===== src/rtl/multiply_pkg.sv =====
// Shared ALU definitions for the multiplier: default operand width and the
// control state encoding shared with the divider's control wrapper.
package multiply_pkg;

  localparam int ALU_WIDTH = 32;

  typedef enum logic {
    ST_IDLE = 1'b0,
    ST_BUSY = 1'b1
  } state_t;

  function automatic int cnt_width(input int width);
    return $clog2(width) + 1;
  endfunction

endpackage


===== src/rtl/multiply_twos_mag.sv =====
// twos_mag helper: magnitude of a possibly two's-complement value plus its
// negative flag. With NEG_ALWAYS set, sign alone requests negation (result negator).
module multiply_twos_mag #(
  parameter int WIDTH      = 32,
  parameter bit NEG_ALWAYS = 1'b0
) (
  input  logic [WIDTH-1:0] value,
  input  logic             sign,
  output logic [WIDTH-1:0] mag,
  output logic             neg
);

  assign neg = sign & (NEG_ALWAYS | value[WIDTH-1]);
  assign mag = neg ? (~value + WIDTH'(1)) : value;

endmodule


===== src/rtl/multiply.sv =====
// Sequential shift-add multiplier: one partial product per cycle, full
// 2*WIDTH-bit signed/unsigned product after WIDTH cycles.
module multiply
  import multiply_pkg::*;
#(
  parameter int WIDTH = ALU_WIDTH
) (
  input  logic                 clk,
  input  logic                 rst,
  input  logic                 start,
  input  logic                 sign,
  input  logic [WIDTH-1:0]     multiplicand,
  input  logic [WIDTH-1:0]     multiplier,
  output logic [2*WIDTH-1:0]   product,
  output logic                 ready
);

  localparam int CW = cnt_width(WIDTH);

  state_t             state;
  logic [CW-1:0]      count;
  logic [2*WIDTH-1:0] acc;
  logic [2*WIDTH-1:0] mcand_copy;
  logic [WIDTH-1:0]   mplier_copy;
  logic               negative_output;

  logic [WIDTH-1:0]   a_mag;
  logic [WIDTH-1:0]   b_mag;
  logic               a_neg;
  logic               b_neg;
  logic [2*WIDTH-1:0] acc_next;
  logic [2*WIDTH-1:0] res_mag;
  logic               res_neg;

  multiply_twos_mag #(.WIDTH(WIDTH)) u_mag_a (
    .value (multiplicand),
    .sign  (sign),
    .mag   (a_mag),
    .neg   (a_neg)
  );

  multiply_twos_mag #(.WIDTH(WIDTH)) u_mag_b (
    .value (multiplier),
    .sign  (sign),
    .mag   (b_mag),
    .neg   (b_neg)
  );

  // Result negator: negates whenever the captured operand signs differ.
  multiply_twos_mag #(.WIDTH(2*WIDTH), .NEG_ALWAYS(1'b1)) u_neg_res (
    .value (acc_next),
    .sign  (negative_output),
    .mag   (res_mag),
    .neg   (res_neg)
  );

  assign acc_next = mplier_copy[0] ? (acc + mcand_copy) : acc;
  assign ready    = (state == ST_IDLE);

  always_ff @(posedge clk) begin
    if (rst) begin
      state           <= ST_IDLE;
      count           <= '0;
      acc             <= '0;
      mcand_copy      <= '0;
      mplier_copy     <= '0;
      negative_output <= 1'b0;
      product         <= '0;
    end else begin
      case (state)
        ST_IDLE: begin
          if (start) begin
            mcand_copy      <= {{WIDTH{1'b0}}, a_mag};
            mplier_copy     <= b_mag;
            acc             <= '0;
            count           <= CW'(WIDTH);
            negative_output <= a_neg ^ b_neg;
            state           <= ST_BUSY;
          end
        end
        ST_BUSY: begin
          acc         <= acc_next;
          mcand_copy  <= mcand_copy << 1;
          mplier_copy <= mplier_copy >> 1;
          count       <= count - CW'(1);
          if (count == CW'(1)) begin
            product <= res_neg ? res_mag : acc_next;
            state   <= ST_IDLE;
          end
        end
        default: state <= ST_IDLE;
      endcase
    end
  end

endmodule


===== config.mk =====
export PLATFORM = sky130hd
export DESIGN_NAME = multiply
export DESIGN_NICKNAME = d
export VERILOG_FILES = /design/src/rtl/multiply_pkg.sv /design/src/rtl/multiply_twos_mag.sv /design/src/rtl/multiply.sv
export SDC_FILE = /design/constraint.sdc
export NUM_CORES = 1
export LEC_CHECK = 0
export ABC_AREA = 1
export ABC_CLOCK_PERIOD_IN_PS = 4100
export BUFFER_PORTS_ARGS = -buffer_cell sky130_fd_sc_hd__buf_2
export CORE_ASPECT_RATIO = 1.75
export CORE_MARGIN = 2
export CORE_UTILIZATION = 30
export CTS_BUF_LIST = sky130_fd_sc_hd__clkbuf_4 sky130_fd_sc_hd__clkbuf_8
export DETAILED_ROUTE_END_ITERATION = 16
export PLACE_DENSITY_LB_ADDON = 0.05
export SYNTH_ARGS = -nofsm -noshare
export SYNTH_HDL_FRONTEND = slang
export SYNTH_SLANG_ARGS = --single-unit

===== constraint.sdc =====
create_clock -name clk -period 4.1 [get_ports clk]
set_input_delay 0.205 -clock clk [delete_from_list [all_inputs] [get_ports clk]]
set_output_delay 0.205 -clock clk [all_outputs]
set_load 0.01 [all_outputs]

==> impl_metrics.prom <==
# TYPE chip_impl_metric gauge
chip_impl_metric{name="cts_max_path_buffers",unit=""} 3
chip_impl_metric{name="tritoncts.num_buffers",unit=""} 43
chip_impl_info{name="crit_slowest_cell",value="sky130_fd_sc_hd__ha_2"} 1
chip_impl_metric{name="drt_iter0_drc",unit=""} 1039
chip_impl_metric{name="fp-row-count",unit=""} 122
chip_impl_info{name="synth_top_cells_by_count",value="sky130_fd_sc_hd__nand2_1, sky130_fd_sc_hd__inv_1, sky130_fd_sc_hd__nand3_1"} 1
chip_impl_metric{name="yosysTopAreaCellShare",unit="%"} 26.53
chip_impl_metric{name="drcViolationCount",unit=""} 0
chip_impl_metric{name="timing_worst_slew_pin_value",unit="ns"} 1.034
chip_impl_metric{name="floorplan.initialDensity",unit="%"} 30.27
chip_impl_metric{name="crit_path_max_incr_delay",unit="ns"} 0.45
chip_impl_metric{name="ys_async_sr_fraction",unit="%"} 0
chip_impl_info{name="run_status",value="complete, no violations"} 1
chip_impl_metric{name="synthesis.instances",unit=""} 3435
chip_impl_metric{name="placed_cell_area",unit="sq um"} 20720
chip_impl_metric{name="number_of_global_route_vias_before_repair",unit=""} 22140
chip_impl_metric{name="timing.final.crit_share",unit="%"} 94.94
chip_impl_metric{name="fp.dieArea",unit="sq um"} 65880
chip_impl_metric{name="placement.setup.worst_slack",unit="ns"} 0.04678
chip_impl_metric{name="grt_antenna_before_repair",unit=""} 1
chip_impl_metric{name="timing.max_slew.rel_slack",unit="%"} 31.06
chip_impl_metric{name="clkSlewWorstSetupHoldPaths",unit="ns"} 0.07
chip_impl_metric{name="wl_per_cell",unit="um"} 20.13
chip_impl_info{name="worstSetupEndpointType",value="register"} 1
chip_impl_info{name="synth_area_leader_cell",value="sky130_fd_sc_hd__nand2_1"} 1
chip_impl_metric{name="worst_vdd_drop",unit="V"} 0.0002000
chip_impl_info{name="ctsRootBufferMaster",value="sky130_fd_sc_hd__clkbuf_8"} 1
chip_impl_metric{name="static-leakage-power",unit="nW"} 11.25
chip_impl_metric{name="drv.max_cap_violation_count",unit=""} 0
chip_impl_metric{name="fraction_of_layout_cells_with_a_size_suffix_above_1",unit="%"} 10.47
chip_impl_metric{name="placed_cells_incl_taps",unit=""} 4297
chip_impl_info{name="timing_worst_setup_path_type",value="reg -> reg"} 1
chip_impl_metric{name="synth-edff-count",unit=""} 0
chip_impl_info{name="timing.hold.worst.class",value="in -> reg"} 1
chip_impl_metric{name="htree_num_levels",unit=""} 2
chip_impl_metric{name="critical_path_peak_fanout",unit=""} 5
chip_impl_metric{name="design.portCount",unit=""} 133
chip_impl_metric{name="pin_count_of_the_biggest_net_entering_global_routing",unit=""} 127
chip_impl_metric{name="finClkSkew",unit="ns"} 0.07942
chip_impl_info{name="synth.area.top_cells",value="sky130_fd_sc_hd__nand2_1, sky130_fd_sc_hd__dfxtp_1, sky130_fd_sc_hd__inv_1"} 1
chip_impl_metric{name="power_density",unit="nW/um^2"} 283.6
chip_impl_info{name="ys.flop_type",value="sky130_fd_sc_hd__dfxtp_1"} 1
chip_impl_info{name="tritoncts",value="built"} 1
chip_impl_metric{name="detailedPlacementHpwl",unit="mm"} 72.13
chip_impl_info{name="crit_path_cell_trace",value="ha_2 > nand2_1 > nor2_2 > nand2_1 > clkinv_1 > nand3_1 > nand3_1 > nand2_1 > nand3_1 > nand3_1 > nand2_1 > buf_4 > nand2_1 > nor2_1 > nand2_1 > nor2_1 > nand2_1 > nand3_1 > nand2_1 > o21ai_1 > inv_1"} 1
chip_impl_metric{name="routabilityCongestion",unit=""} 0.9631
chip_impl_info{name="yosys.cell_count.top_type",value="sky130_fd_sc_hd__nand2_1"} 1
chip_impl_metric{name="setup_violations",unit=""} 0
chip_impl_metric{name="route.antenna.remaining_nets",unit=""} 0
chip_impl_metric{name="grt_util_all_layers",unit="%"} 27.19
chip_impl_metric{name="io_buffer_count",unit=""} 132
chip_impl_metric{name="synth_warnings",unit=""} 0
chip_impl_metric{name="insertion_delay",unit="ns"} 0.71
chip_impl_metric{name="critical_path_arrival",unit="ns"} 4.45
chip_impl_metric{name="max_fclk",unit="GHz"} 0.2569
chip_impl_metric{name="setup_ws",unit="ns"} 0.2075
chip_impl_metric{name="dieHeight",unit="um"} 338.1
chip_impl_metric{name="drt_wl_total",unit="mm"} 89.50
chip_impl_metric{name="synth.distinct_cells",unit=""} 45
chip_impl_metric{name="synthesis.area",unit="sq um"} 19130
chip_impl_metric{name="first_pass_grt_wire_length",unit="mm"} 133.3
chip_impl_metric{name="chipWidth",unit="um"} 194.9
chip_impl_metric{name="post_drt_via_cell_ratio",unit=""} 4.888
chip_impl_metric{name="final-hold-violation-count",unit=""} 0
chip_impl_metric{name="non_filler_cell_area_final",unit="sq um"} 22440
chip_impl_metric{name="instances_no_fill",unit=""} 4447
chip_impl_info{name="startpoint_type",value="register"} 1
chip_impl_metric{name="cp.required",unit="ns"} 4.66
chip_impl_metric{name="setup_total_negative_slack",unit="ns"} 0
chip_impl_metric{name="utilization",unit="%"} 35.50
chip_impl_info{name="path_common_cell",value="sky130_fd_sc_hd__nand2_1"} 1
chip_impl_metric{name="ys_seq_elements",unit=""} 232
chip_impl_metric{name="numClockSinks",unit=""} 232
chip_impl_metric{name="syn-num-nets",unit=""} 3572
chip_impl_metric{name="design.core.area",unit="sq um"} 63200
chip_impl_metric{name="overflow",unit=""} 0
chip_impl_metric{name="final-max-slew-violation-count",unit=""} 0
chip_impl_metric{name="area.growth.synth_to_final",unit="%"} 17.28
chip_impl_info{name="grt_setup_unrepaired",value="yes"} 1
chip_impl_metric{name="layout.nets",unit=""} 3749
chip_impl_metric{name="final_period_minus_worst_setup_slack",unit="ns"} 3.892
chip_impl_metric{name="dr_total_vias",unit=""} 21740
chip_impl_metric{name="postSynthAreaPerCell",unit="sq um"} 5.569
chip_impl_metric{name="pre_antenna_drt_iters",unit=""} 5
chip_impl_metric{name="synth.yosys.seq_area_share",unit="%"} 24.28
## sequential cells by signal, summed over array words and instances, names as in the netlist
name	cells
count	6
negative_output	1
product	64
state	1
acc	64
mplier_copy	32
mcand_copy	64
## worst max-delay path: cells and delay by family, from the launching register on
kind | cells | cell delay, ns
AO/OA/AOI/OAI | 1 | 0.16
adder cells (fa/ha/maj) | 1 | 0.45
buffers and inverters | 3 | 0.30
flip-flops | 1 | 0.42
AND/OR/NAND/NOR | 16 | 2.46
## repair_timing
item,in CTS,in global routing
resized for setup,0,12
hold buffers,76,0
setup buffers,0,0
endpoints found under the hold margin,69,0
setup endpoints to repair,0,16
## where the power goes
group | internal [mW] | switching (mW)
logic | 0.453 | 0.923
clock network | 1.40 | 1.17
registers | 2.34 | 0.0817
total | 4.19 | 2.18
## cell type report
type | count | area (sq um)
fill | 7321 | 40760
tap | 806 | 1008
clock buffer | 66 | 820.8
inverter | 519 | 1948
sequential | 232 | 4654
timing repair buffer | 245 | 1755
clock inverter | 7 | 102.6
multi-input combinational | 2571 | 12140
antenna | 1 | 2.502
## stage by stage
stage          hold slack (ns)  total power [mW]
5_1_grt                0.05389             6.700
3_3_place_gp            0.4560             3.791
6_report               0.03911             6.364
4_1_cts                0.01309             6.489
3_5_place_dp            0.4611             3.793
2_1_floorplan           0.3496             3.295
## routing by layer
layer | vias to the layer above | share of wire (%) | global-route usage [%]
li1 | 11170 | - | -
met4 | 0 | 9.7 | 22.67
met2 | 489 | 55 | 54.92
met5 | - | 0 | 0
met3 | 207 | 2.9 | 2.905
met1 | 9874 | 33 | 23.75
## cells by family after synthesis
logic type                 Yosys count  synth area share [%]
and+or+nand+nor                   2019                 44.00
xor gates and xnor gates            40                 1.831
buffers and inverters              632                 12.50
AOI/OAI and AO/OA                  443                 12.85
adders and majority gates           69                 4.552
DFF                                232                 24.28
## worst paths after layout
| check | startpoint | endpoint | slack (ns) | depth (start not counted) |
|---|---|---|---|---|
| worst max-delay path | acc[12] | product[42] | 0.21 | 21 |
| worst max register to register | acc[12] | product[42] | 0.21 | 21 |
| worst min register to register | mplier_copy[31] | mplier_copy[31] | 0.46 | 2 |
| worst min-delay path | rst | count[2] | 0.04 | 2 |
## cell usage in the layout (no fill, tap or decap), types with 17 or more instances in the layout
cell type and instances:
sky130_fd_sc_hd__nand3b_1 17, sky130_fd_sc_hd__o21ai_0 94, sky130_fd_sc_hd__a31oi_1 67, sky130_fd_sc_hd__a21oi_1 216, sky130_fd_sc_hd__o21a_1 20, sky130_fd_sc_hd__dlygate4sd3_1 76, sky130_fd_sc_hd__nand3_1 264, sky130_fd_sc_hd__or2_2 47
sky130_fd_sc_hd__nand2_1 1347, sky130_fd_sc_hd__nor2_1 227, sky130_fd_sc_hd__dfxtp_1 228, sky130_fd_sc_hd__clkbuf_8 52, sky130_fd_sc_hd__nor2_2 21, sky130_fd_sc_hd__inv_1 492, sky130_fd_sc_hd__buf_2 131, sky130_fd_sc_hd__buf_4 33
sky130_fd_sc_hd__nand4_1 26, sky130_fd_sc_hd__ha_1 63, sky130_fd_sc_hd__nor3_1 23, sky130_fd_sc_hd__inv_2 24, sky130_fd_sc_hd__xor2_1 24
Power figures use the tool's default switching activity.
